$ cat config.mk
export PLATFORM = sky130hd
export DESIGN_NAME = aes_key_cache_flat
export DESIGN_NICKNAME = d
export VERILOG_FILES = /design/src/rtl/aes_key_pkg.sv /design/src/rtl/aes_key_cache_if.sv /design/src/rtl/aes_key_cache_ram.sv /design/src/rtl/aes_key_cache.sv /design/src/flat_wrapper.sv
export SDC_FILE = /design/constraint.sdc
export NUM_CORES = 2
export LEC_CHECK = 0
export CAP_MARGIN = 30
export CORE_MARGIN = 10
export CORE_UTILIZATION = 40
export CTS_CLUSTER_SIZE = 25
export DETAILED_ROUTE_END_ITERATION = 10
export GPL_TIMING_DRIVEN = 0
export PLACE_DENSITY_LB_ADDON = 0.12
export SKIP_LAST_GASP = 1
export SYNTH_ARGS = -nofsm -noshare
export SYNTH_HDL_FRONTEND = slang
export SYNTH_SLANG_ARGS = --single-unit
$ cat constraint.sdc
create_clock -name clk -period 4.15 [get_ports clk]
set_input_delay 1.0375 -clock clk [delete_from_list [all_inputs] [get_ports clk]]
set_output_delay 1.0375 -clock clk [all_outputs]
set_load 0.02 [all_outputs]
$ cat src/rtl/aes_key_pkg.sv
// Shared types and constants for the AES-128 round-key cache.
package aes_key_pkg;

  localparam int unsigned NR_DEFAULT = 10;
  localparam int unsigned KEY_IDX_W  = 4;

  typedef logic [127:0] round_key_t;

  typedef enum logic [1:0] {
    ST_IDLE,
    ST_REQ,
    ST_WAIT,
    ST_DONE
  } key_fsm_e;

endpackage

$ cat src/rtl/aes_key_cache_if.sv
// Handshake between the round-key cache (master) and the key-expansion stage (slave).
interface aes_key_cache_if;

  logic                                     km_start_o;
  logic [aes_key_pkg::KEY_IDX_W-1:0]        km_rcon_o;
  aes_key_pkg::round_key_t                  km_key_o;
  aes_key_pkg::round_key_t                  km_key_rcon_i;
  logic                                     km_done_i;

  modport master (
    output km_start_o, km_rcon_o, km_key_o,
    input  km_key_rcon_i, km_done_i
  );

  modport slave (
    input  km_start_o, km_rcon_o, km_key_o,
    output km_key_rcon_i, km_done_i
  );

endinterface

$ cat src/rtl/aes_key_cache_ram.sv
// Round-key register file: one write port, one registered read port.
// Out-of-range read addresses return zero; a read of the entry being written
// returns the previous contents.
module aes_key_cache_ram
  import aes_key_pkg::*;
#(
  parameter int unsigned DEPTH = NR_DEFAULT + 1
) (
  input  logic                 clk,
  input  logic                 rst_n,
  input  logic                 we_i,
  input  logic [KEY_IDX_W-1:0] waddr_i,
  input  round_key_t           wdata_i,
  input  logic [KEY_IDX_W-1:0] raddr_i,
  output round_key_t           rdata_o
);

  round_key_t mem_q [DEPTH];
  round_key_t mem_d [DEPTH];
  round_key_t rdata_q, rdata_d;

  // Next-state of the store and the read register
  always_comb begin
    mem_d   = mem_q;
    rdata_d = '0;
    for (int unsigned i = 0; i < DEPTH; i++) begin
      if (we_i && (waddr_i == KEY_IDX_W'(i))) mem_d[i] = wdata_i;
      if (raddr_i == KEY_IDX_W'(i))           rdata_d  = mem_q[i];
    end
  end

  // Store and read register, cleared by reset
  always_ff @(posedge clk or negedge rst_n) begin
    if (!rst_n) begin
      mem_q   <= '{default: '0};
      rdata_q <= '0;
    end else begin
      mem_q   <= mem_d;
      rdata_q <= rdata_d;
    end
  end

  assign rdata_o = rdata_q;

endmodule

$ cat src/rtl/aes_key_cache.sv
// AES-128 round-key cache: on each accepted cipher key, requests round keys
// 0..NR from the expansion stage one at a time, stores them, and serves them
// through a single-cycle registered read port.
// Optional watchdog: define KEY_CACHE_TIMEOUT_EN to bound each WAIT to
// TIMEOUT_CYCLES cycles and expose the sticky error_o flag.
module aes_key_cache
  import aes_key_pkg::*;
#(
  parameter int unsigned NR             = NR_DEFAULT,
  parameter int unsigned TIMEOUT_CYCLES = 64
) (
  input  logic                 clk,
  input  logic                 rst_n,
  input  logic                 load_i,
  input  round_key_t           key_i,
  output logic                 load_ready_o,
  aes_key_cache_if.master      km,
  input  logic [KEY_IDX_W-1:0] rd_idx_i,
  output round_key_t           rd_key_o,
  output logic                 keys_valid_o,
  output logic                 busy_o
`ifdef KEY_CACHE_TIMEOUT_EN
  ,
  output logic                 error_o
`endif
);

  if (NR < 1 || NR >= (2 ** KEY_IDX_W) || TIMEOUT_CYCLES < 1) begin : g_param_check
    $error("aes_key_cache: NR must be 1..%0d and TIMEOUT_CYCLES nonzero", (2 ** KEY_IDX_W) - 1);
  end

  localparam logic [KEY_IDX_W-1:0] LAST_IDX = KEY_IDX_W'(NR);

  key_fsm_e             state_q, state_d;
  logic [KEY_IDX_W-1:0] idx_q, idx_d;
  round_key_t           key_q, key_d;
  logic                 start_q, start_d;
  logic                 keys_valid_q, keys_valid_d;
  logic                 busy_q, busy_d;
  logic                 load_ready_q, load_ready_d;
  logic                 store_we;

`ifdef KEY_CACHE_TIMEOUT_EN
  localparam int unsigned CNT_W = $clog2(TIMEOUT_CYCLES + 1);
  logic [CNT_W-1:0] wait_cnt_q, wait_cnt_d;
  logic             error_q, error_d;
`endif

  // Fill sequencer next-state; status outputs are derived from the next state
  // so they can be registered without adding a cycle of latency.
  always_comb begin
    state_d      = state_q;
    idx_d        = idx_q;
    key_d        = key_q;
    keys_valid_d = keys_valid_q;
    store_we     = 1'b0;
`ifdef KEY_CACHE_TIMEOUT_EN
    wait_cnt_d   = wait_cnt_q;
    error_d      = error_q;
`endif
    unique case (state_q)
      ST_IDLE, ST_DONE: begin
        if (load_i) begin
          key_d        = key_i;
          idx_d        = '0;
          keys_valid_d = 1'b0;
          state_d      = ST_REQ;
`ifdef KEY_CACHE_TIMEOUT_EN
          error_d      = 1'b0;
`endif
        end
      end
      ST_REQ: begin
        state_d = ST_WAIT;
`ifdef KEY_CACHE_TIMEOUT_EN
        wait_cnt_d = '0;
`endif
      end
      ST_WAIT: begin
        if (km.km_done_i) begin
          store_we = 1'b1;
          if (idx_q == LAST_IDX) begin
            state_d      = ST_DONE;
            keys_valid_d = 1'b1;
          end else begin
            idx_d   = idx_q + KEY_IDX_W'(1);
            state_d = ST_REQ;
          end
        end
`ifdef KEY_CACHE_TIMEOUT_EN
        else if (wait_cnt_q == CNT_W'(TIMEOUT_CYCLES - 1)) begin
          state_d      = ST_IDLE;
          keys_valid_d = 1'b0;
          error_d      = 1'b1;
        end else begin
          wait_cnt_d = wait_cnt_q + CNT_W'(1);
        end
`endif
      end
      default: state_d = ST_IDLE;
    endcase
    start_d      = (state_d == ST_REQ);
    busy_d       = (state_d == ST_REQ) || (state_d == ST_WAIT);
    load_ready_d = (state_d == ST_IDLE) || (state_d == ST_DONE);
  end

  // Sequencer state and registered control outputs
  always_ff @(posedge clk or negedge rst_n) begin
    if (!rst_n) begin
      state_q      <= ST_IDLE;
      idx_q        <= '0;
      key_q        <= '0;
      start_q      <= 1'b0;
      keys_valid_q <= 1'b0;
      busy_q       <= 1'b0;
      load_ready_q <= 1'b1;
`ifdef KEY_CACHE_TIMEOUT_EN
      wait_cnt_q   <= '0;
      error_q      <= 1'b0;
`endif
    end else begin
      state_q      <= state_d;
      idx_q        <= idx_d;
      key_q        <= key_d;
      start_q      <= start_d;
      keys_valid_q <= keys_valid_d;
      busy_q       <= busy_d;
      load_ready_q <= load_ready_d;
`ifdef KEY_CACHE_TIMEOUT_EN
      wait_cnt_q   <= wait_cnt_d;
      error_q      <= error_d;
`endif
    end
  end

  aes_key_cache_ram #(
    .DEPTH(NR + 1)
  ) u_ram (
    .clk    (clk),
    .rst_n  (rst_n),
    .we_i   (store_we),
    .waddr_i(idx_q),
    .wdata_i(km.km_key_rcon_i),
    .raddr_i(rd_idx_i),
    .rdata_o(rd_key_o)
  );

  assign km.km_start_o = start_q;
  assign km.km_rcon_o  = idx_q;
  assign km.km_key_o   = key_q;
  assign keys_valid_o  = keys_valid_q;
  assign busy_o        = busy_q;
  assign load_ready_o  = load_ready_q;
`ifdef KEY_CACHE_TIMEOUT_EN
  assign error_o       = error_q;
`endif

endmodule

$ cat src/flat_wrapper.sv
// flat-port wrapper written by rule: the top's interface ports become plain ports
module aes_key_cache_flat import aes_key_pkg::*;
#(
  parameter int unsigned NR             = NR_DEFAULT,
  parameter int unsigned TIMEOUT_CYCLES = 64
)
  (clk, rst_n, load_i, key_i, load_ready_o, rd_idx_i, rd_key_o, keys_valid_o, busy_o, km_km_start_o, km_km_rcon_o, km_km_key_o, km_km_key_rcon_i, km_km_done_i);
  aes_key_cache_if km_i ();
  input  logic clk;
  input  logic rst_n;
  input  logic load_i;
  input  round_key_t key_i;
  output logic load_ready_o;
  input  logic [KEY_IDX_W-1:0] rd_idx_i;
  output round_key_t rd_key_o;
  output logic keys_valid_o;
  output logic busy_o;
  output wire logic [$bits(km_i.km_start_o)-1:0] km_km_start_o;
  output wire logic [$bits(km_i.km_rcon_o)-1:0] km_km_rcon_o;
  output wire logic [$bits(km_i.km_key_o)-1:0] km_km_key_o;
  input wire logic [$bits(km_i.km_key_rcon_i)-1:0] km_km_key_rcon_i;
  input wire logic [$bits(km_i.km_done_i)-1:0] km_km_done_i;
  assign km_km_start_o = km_i.km_start_o;
  assign km_km_rcon_o = km_i.km_rcon_o;
  assign km_km_key_o = km_i.km_key_o;
  assign km_i.km_key_rcon_i = km_km_key_rcon_i;
  assign km_i.km_done_i = km_km_done_i;
  aes_key_cache #(.NR(NR), .TIMEOUT_CYCLES(TIMEOUT_CYCLES)) u_core (.clk(clk), .rst_n(rst_n), .load_i(load_i), .key_i(key_i), .load_ready_o(load_ready_o), .km(km_i), .rd_idx_i(rd_idx_i), .rd_key_o(rd_key_o), .keys_valid_o(keys_valid_o), .busy_o(busy_o));
endmodule
## After elaboration in Yosys (flattened, before gate mapping)

Cells that the tools add are included.

| operators by class | value |
|---|---|
| add/subtract/negate cells | 1 |
| equality and inequality tests | 30 |
| mux-type cells | 25 |
| reductions and logical operators | 22 |

Operator list:

| kind | count |
|---|---|
| $mux W128 | 11 |
| $eq A4 B3 Y1 const B | 8 |
| $eq A4 B4 Y1 const B | 6 |
| $eq A4 B2 Y1 const B | 4 |
| $mux W4 | 3 |
| $logic_and A1 B1 Y1 | 11 |
| $eq A2 B2 Y1 const B | 4 |
| $eq A4 B1 Y1 const B | 2 |
| $logic_not A4 Y1 | 2 |
| $pmux W4 S2 | 1 |
| $reduce_and A4 Y1 | 2 |
| $mux W2 | 3 |
| $ne A2 B2 Y1 const B | 3 |
| $pmux W2 S3 | 1 |
| $mux W1 | 5 |
| $add A4 B1 Y4 const B | 1 |
| $eq A2 B1 Y1 const B | 2 |
| $logic_not A2 Y1 | 2 |
| $logic_or A1 B1 Y1 | 2 |
| $ne A2 B1 Y1 const B | 1 |
| $pmux W1 S2 | 1 |
| $reduce_and A2 Y1 | 1 |
| $reduce_bool A2 Y1 | 1 |
| $reduce_or A2 Y1 | 1 |

| storage, ports and cells | value |
|---|---|
| register bits after elaboration | 1674 |
| bits of input ports | 264 |
| output and inout bits | 264 |

## Logic depth before layout (Yosys ltp)

| logic depth | value |
|---|---|
| depth in word-level cells | 12 |
| mapped depth | 10 |
| gate-level depth less buffers | 9 |

## Hierarchy

A second synthesis with hierarchy kept.

| unflattened totals | value |
|---|---|
| cell total of the unflattened synthesis | 5667 |
| area, all modules | 74166.1 um^2 |

Modules (own cells, without submodules):

| module | times used | cells an instance | area an instance (um^2) | seq. area each (um^2) |
|---|---|---|---|---|
| aes_key_cache_ram | 1 | 5346 | 68365.6 | 38436.9 |
| aes_key_cache | 1 | 321 | 5800.6 | 3454.6 |

## Worst setup path after synthesis

OpenSTA, ideal clock, no wires.

| timing | value |
|---|---|
| path kind | in2reg |
| start point | input rd_idx_i[1] |
| end point | register u_core.u_ram.rdata_q[118], in the netlist u_core.u_ram.rdata_o[118] |
| setup time | 124 ps |
| arrival time | 2418 ps |
| data required time | 4026 ps |
| slack | 1608 ps |
| stages | 7 |
| path buffers | 3 |
| cells stage by stage | buf_2 -> buf_4 -> buf_4 -> mux2_2 -> a221oi_1 -> a211oi_1 -> a211o_1 |

| on the way | value |
|---|---|
| word-level cells in the longest chain between the ends | 12 |
| elaborated cells on any way between the ends | 22 |
| those cells by class | 10 x eq/ne; 11 x mux; 1 x reduce/logical |

Ends and longest elaborated chain:

| element | line | source |
|---|---|---|
| start: declaration | flat_wrapper.sv:14 | `input logic [KEY_IDX_W-1:0] rd_idx_i;` |
| $logic_not A4 Y1 | aes_key_cache_ram.sv:28 | `if (raddr_i == KEY_IDX_W'(i)) rdata_d = mem_q[i];` |
| $mux W128 (10 in a row) | aes_key_cache_ram.sv:28 |  |
| $mux W128 * | aes_key_cache_ram.sv:28 |  |
| net u_core.u_ram.rdata_d[118] | aes_key_cache_ram.sv:20 | `round_key_t rdata_q, rdata_d;` |
| end signal: assignment | aes_key_cache_ram.sv:39 | `rdata_q <= rdata_d;` |
| end: declaration | aes_key_cache_ram.sv:20 |  |

The timed path passes the listed nets; every way through them passes the cells marked *.
A chain may end at the register's enable or synchronous reset.

## Worst setup path in the final report

| timing | value |
|---|---|
| start point | input rd_idx_i[2] |
| end point | register u_core.u_ram.rdata_q[40], in the netlist u_core.u_ram.rdata_o[40] |

The elaborated chain is that of the path after synthesis.

==> results.toml <==
[status]
run_status = "finished with violations"
violations = "negative setup slack"

[clocking]
tritoncts = "built"
clock_sinks = 1674
numCtsBuffers = 189
clock_latency_ps = 840
ctsHoldBuffers = 0
cts_buffer_depth = 3
cts.htree.levels = 4
clk_pin_slew_ps = 60
cts_root_buf = "sky130_fd_sc_hd__clkbuf_16"

[timing]
maxClockFrequency_mhz = 236
timing_max_transition_violations_final = 0
timing.clock.skew_ps = 25.2
final.period_utilization_pct = 102
maxSlewHeadroom_pct = 22.9
slew_worst_pin_ps = 1160
totalNegativeSetupSlack_ps = -394
finalSetupViolCount = 9
final_period_minus_worst_setup_slack_ps = 4240
final.setup.worst_slack_ps = -94.8
finalHoldViolCount = 0

[synth]
yosysSeqAreaShare_pct = 57.5
synth-seq-cells = 1674
synth_enable_flop_cells = 0
dominantRegCellSynth = "sky130_fd_sc_hd__dfrtp_1"
synth_warnings = 0
syn-instance-count = 5506
postSynthNetCount = 5777
ys_async_sr_fraction_pct = 100
post_synth_num_cell_types = 53
synth.avg_cell_area_sq_um = 13.2
synthesis.area_sq_um = 72900

[pwr]
finalPower_mw = 45.6
clockPowerShare_pct = 38.2
power_switching_mw = 12.7
leakage_nw = 41.7
power.density_nw_per_um2 = 514
power.combinational.fraction_pct = 19.0
sw_frac_of_total_pct = 27.8
irDropWorstVdd_mv = 0.429
pwr-share-seq_pct = 42.8
internal-power_mw = 32.9

[placed_design]
dpl.hpwl_microns = 187000
globalplace.congestion = 0.879
placedInstanceArea_sq_um = 82200
port_buffers = 526

[setup_path]
endpoint_kind = "flip-flop"
crit_path_max_fanout = 10
path_common_cell = "sky130_fd_sc_hd__buf_2"
worstPathArrival_ps = 4880
worstSetupStartpointType = "primary input"
cp_top_family = "buffers and inverters"
critical_path_buf_inv_count = 5
slowest_stage_cell_crit_path = "sky130_fd_sc_hd__buf_2"
crit_path_cell_trace = "clkdlybuf4s50_1, buf_2, nand2b_1, buf_2, nor2_2, buf_8, buf_2, a222oi_1, o21ai_0, a2bb2oi_1"
cp_slowest_stage_delay_ps = 770
timing.critical_path.required_ps = 4780
critical_path_class = "in -> reg"

[finish]
num-nets-final = 6551
drive_gt1_share_pct = 34.3
final_area_sq_um = 88700
fillerInstances = 16100
layout_commonest_cell = "sky130_fd_sc_hd__dfrtp_1"
flow.area_growth_from_synthesis_pct = 21.6
most-common-layout-cells = "sky130_fd_sc_hd__dfrtp_1 (1673), sky130_fd_sc_hd__mux2_2 (1555), sky130_fd_sc_hd__clkdlybuf4s50_1 (525), sky130_fd_sc_hd__a21oi_1 (339), sky130_fd_sc_hd__clkbuf_1 (294)"

[grt]
wire_length_of_the_first_global_routing_pass_microns = 382000
antenna_found_initial = 29
grt_overflow_total = 0
largest_net_degree_at_the_start_of_global_routing = 171
grt_usage_pct = 26.3
grt_pass1_vias = 52800

[detailed_routing]
routed_via_density = 5.80
drt_wl_total_microns = 269000
mean_routed_wirelength_per_cell_microns = 30.5
drc_errors = 0
detail-route-antenna-nets = 0
via_count = 51100
detailedRoute.firstPassIterationCount = 5
dr.first_iter.drc_count = 4648

[die]
die-area_sq_um = 200000
floorplan.io_pins = 528
fp.dieW_microns = 447
core.rowCount = 156
coreArea_sq_um = 181000
initial_util_pct = 40.3
die_height_microns = 447

[min_path]
hp-class = "in -> async"

[flow_run]
maxCapViolations = 0
## flip-flops by register name, summed over array words and instances (netlist names)
register / flops
u_core.u_ram.mem_q: 1408
u_core.busy_o: 1
u_core.km.km_rcon_o: 4
u_core.u_ram.rdata_o: 128
u_core.load_ready_o: 1
u_core.keys_valid_o: 1
u_core.km.km_start_o: 1
u_core.state_q: 2
u_core.km.km_key_o: 128
## power by group through the flow
stage / clock (mW) / combinational (mW) / sequential [mW]
6_report: 17.4 / 8.65 / 19.5
5_1_grt: 18.4 / 9.22 / 19.8
4_1_cts: 17.7 / 8.73 / 19.5
3_5_place_dp: 0 / 8.69 / 19.8
3_3_place_gp: 0 / 8.40 / 19.9
2_1_floorplan: 0 / 3.72 / 20.5
## cells by family (layout without fill, tap and decap cells)
logic type / count (synthesis) / after routing / synth area share, %
muxes: 1746 / 1746 / 26.7
DFF: 1674 / 1674 / 57.5
AOI/OAI and AO/OA: 1215 / 1215 / 10.5
buffers and inverters: 561 / 1481 / 3.39
and+or+nand+nor: 303 / 303 / 1.86
adders and majority gates: 7 / 7 / 0.120
other: 0 / 16 / 0
## final cells by class
class | instances | area, sq um | share of cell area (%)
plain buffers | 551 | 2440 | 2.75
repair buffers | 583 | 6310 | 7.12
diodes | 16 | 40.0 | 0.0452
well taps | 2370 | 2970 | 3.34
clock buffers | 272 | 5550 | 6.26
flip-flops and latches | 1674 | 41900 | 47.2
multi-input cells | 3271 | 28600 | 32.2
inverters | 10 | 37.5 | 0.0423
clock inverters | 65 | 868 | 0.979
## path summary, 6_finish.rpt
path	start	endpoint	slack [ps]	cells after the start
max in group asynchronous	rst_n	u_core.km.km_key_o[42]	1340	4
worst max-delay path	rd_idx_i[2]	u_core.u_ram.rdata_o[40]	-90	10
worst max register to register	u_core.state_q[0]	u_core.km.km_key_o[80]	1040	6
min in group clk	u_core.u_ram.mem_q[586]	u_core.u_ram.mem_q[586]	500	1
worst min register to register	u_core.u_ram.mem_q[586]	u_core.u_ram.mem_q[586]	500	1
worst min-delay path	rst_n	u_core.u_ram.rdata_o[126]	120	1
## metrics by stage
stage / util (%) / setup WS [ps] / hold slack, ps / cells
floorplan: - / 1610 / 450 / 5506
global placement: 44.8 / -76660 / 481 / 8402
detailed placement: 45.4 / -1350 / 488 / 8456
CTS: 49.0 / 14.8 / 104 / 8793
global route: 49.0 / -3.84 / 119 / 8800
finish: 49.0 / -94.8 / 124 / 8812
## timing repair
item                       in CTS  in global routing
setup endpoints to repair      13                  0
resized for setup               5                  0
setup buffers                   0                  0
## cells in the mapped netlist, types with 3 or more instances
cell type                   instances  area share (%)
sky130_fd_sc_hd__buf_4             12            0.12
sky130_fd_sc_hd__nor3_1            20            0.14
sky130_fd_sc_hd__nor2b_1            5           0.043
sky130_fd_sc_hd__o21ai_0          175             1.2
sky130_fd_sc_hd__o2bb2ai_1         72            0.87
sky130_fd_sc_hd__o21ai_1           26            0.18
sky130_fd_sc_hd__o221ai_1          25            0.30
sky130_fd_sc_hd__o21a_1            83            0.85
sky130_fd_sc_hd__mux2i_1          190             2.6
sky130_fd_sc_hd__a211o_1           28            0.34
sky130_fd_sc_hd__a221oi_1          30            0.36
sky130_fd_sc_hd__and3_1            18            0.15
sky130_fd_sc_hd__nand2_1          135            0.70
sky130_fd_sc_hd__o22ai_1          249             2.1
sky130_fd_sc_hd__a21oi_1          339             2.3
sky130_fd_sc_hd__buf_2            254             1.7
sky130_fd_sc_hd__a211oi_1          94            0.97
sky130_fd_sc_hd__nor2_1            80            0.41
sky130_fd_sc_hd__nand2b_1           9           0.077
sky130_fd_sc_hd__a2bb2oi_1         10            0.12
sky130_fd_sc_hd__mux2_2          1555              24
sky130_fd_sc_hd__nor2_2             3           0.026
sky130_fd_sc_hd__nor3b_1            8           0.082
sky130_fd_sc_hd__inv_1              9           0.046
sky130_fd_sc_hd__dfrtp_1         1673              57
sky130_fd_sc_hd__clkbuf_1         266             1.4
sky130_fd_sc_hd__a22oi_1           26            0.27
sky130_fd_sc_hd__a31oi_1           29            0.25
sky130_fd_sc_hd__o32ai_1            6           0.072
sky130_fd_sc_hd__a222oi_1           3           0.041
sky130_fd_sc_hd__a2111oi_0          6           0.072
sky130_fd_sc_hd__o31ai_1            6           0.062
sky130_fd_sc_hd__buf_1             19           0.098
sky130_fd_sc_hd__ha_1               7            0.12
sky130_fd_sc_hd__a22o_1             4           0.048
sky130_fd_sc_hd__nand3_1           12           0.082
## layer usage
metal  GRT usage, %  part of all wire (%)  vias up
li1               -                     -    21700
met1           33.4                    40    26700
met2           42.2                    46     2021
met3           6.53                   7.7      588
met4           12.4                   5.2       20
met5              0                 0.056        -
Power figures use the tool's default switching activity.
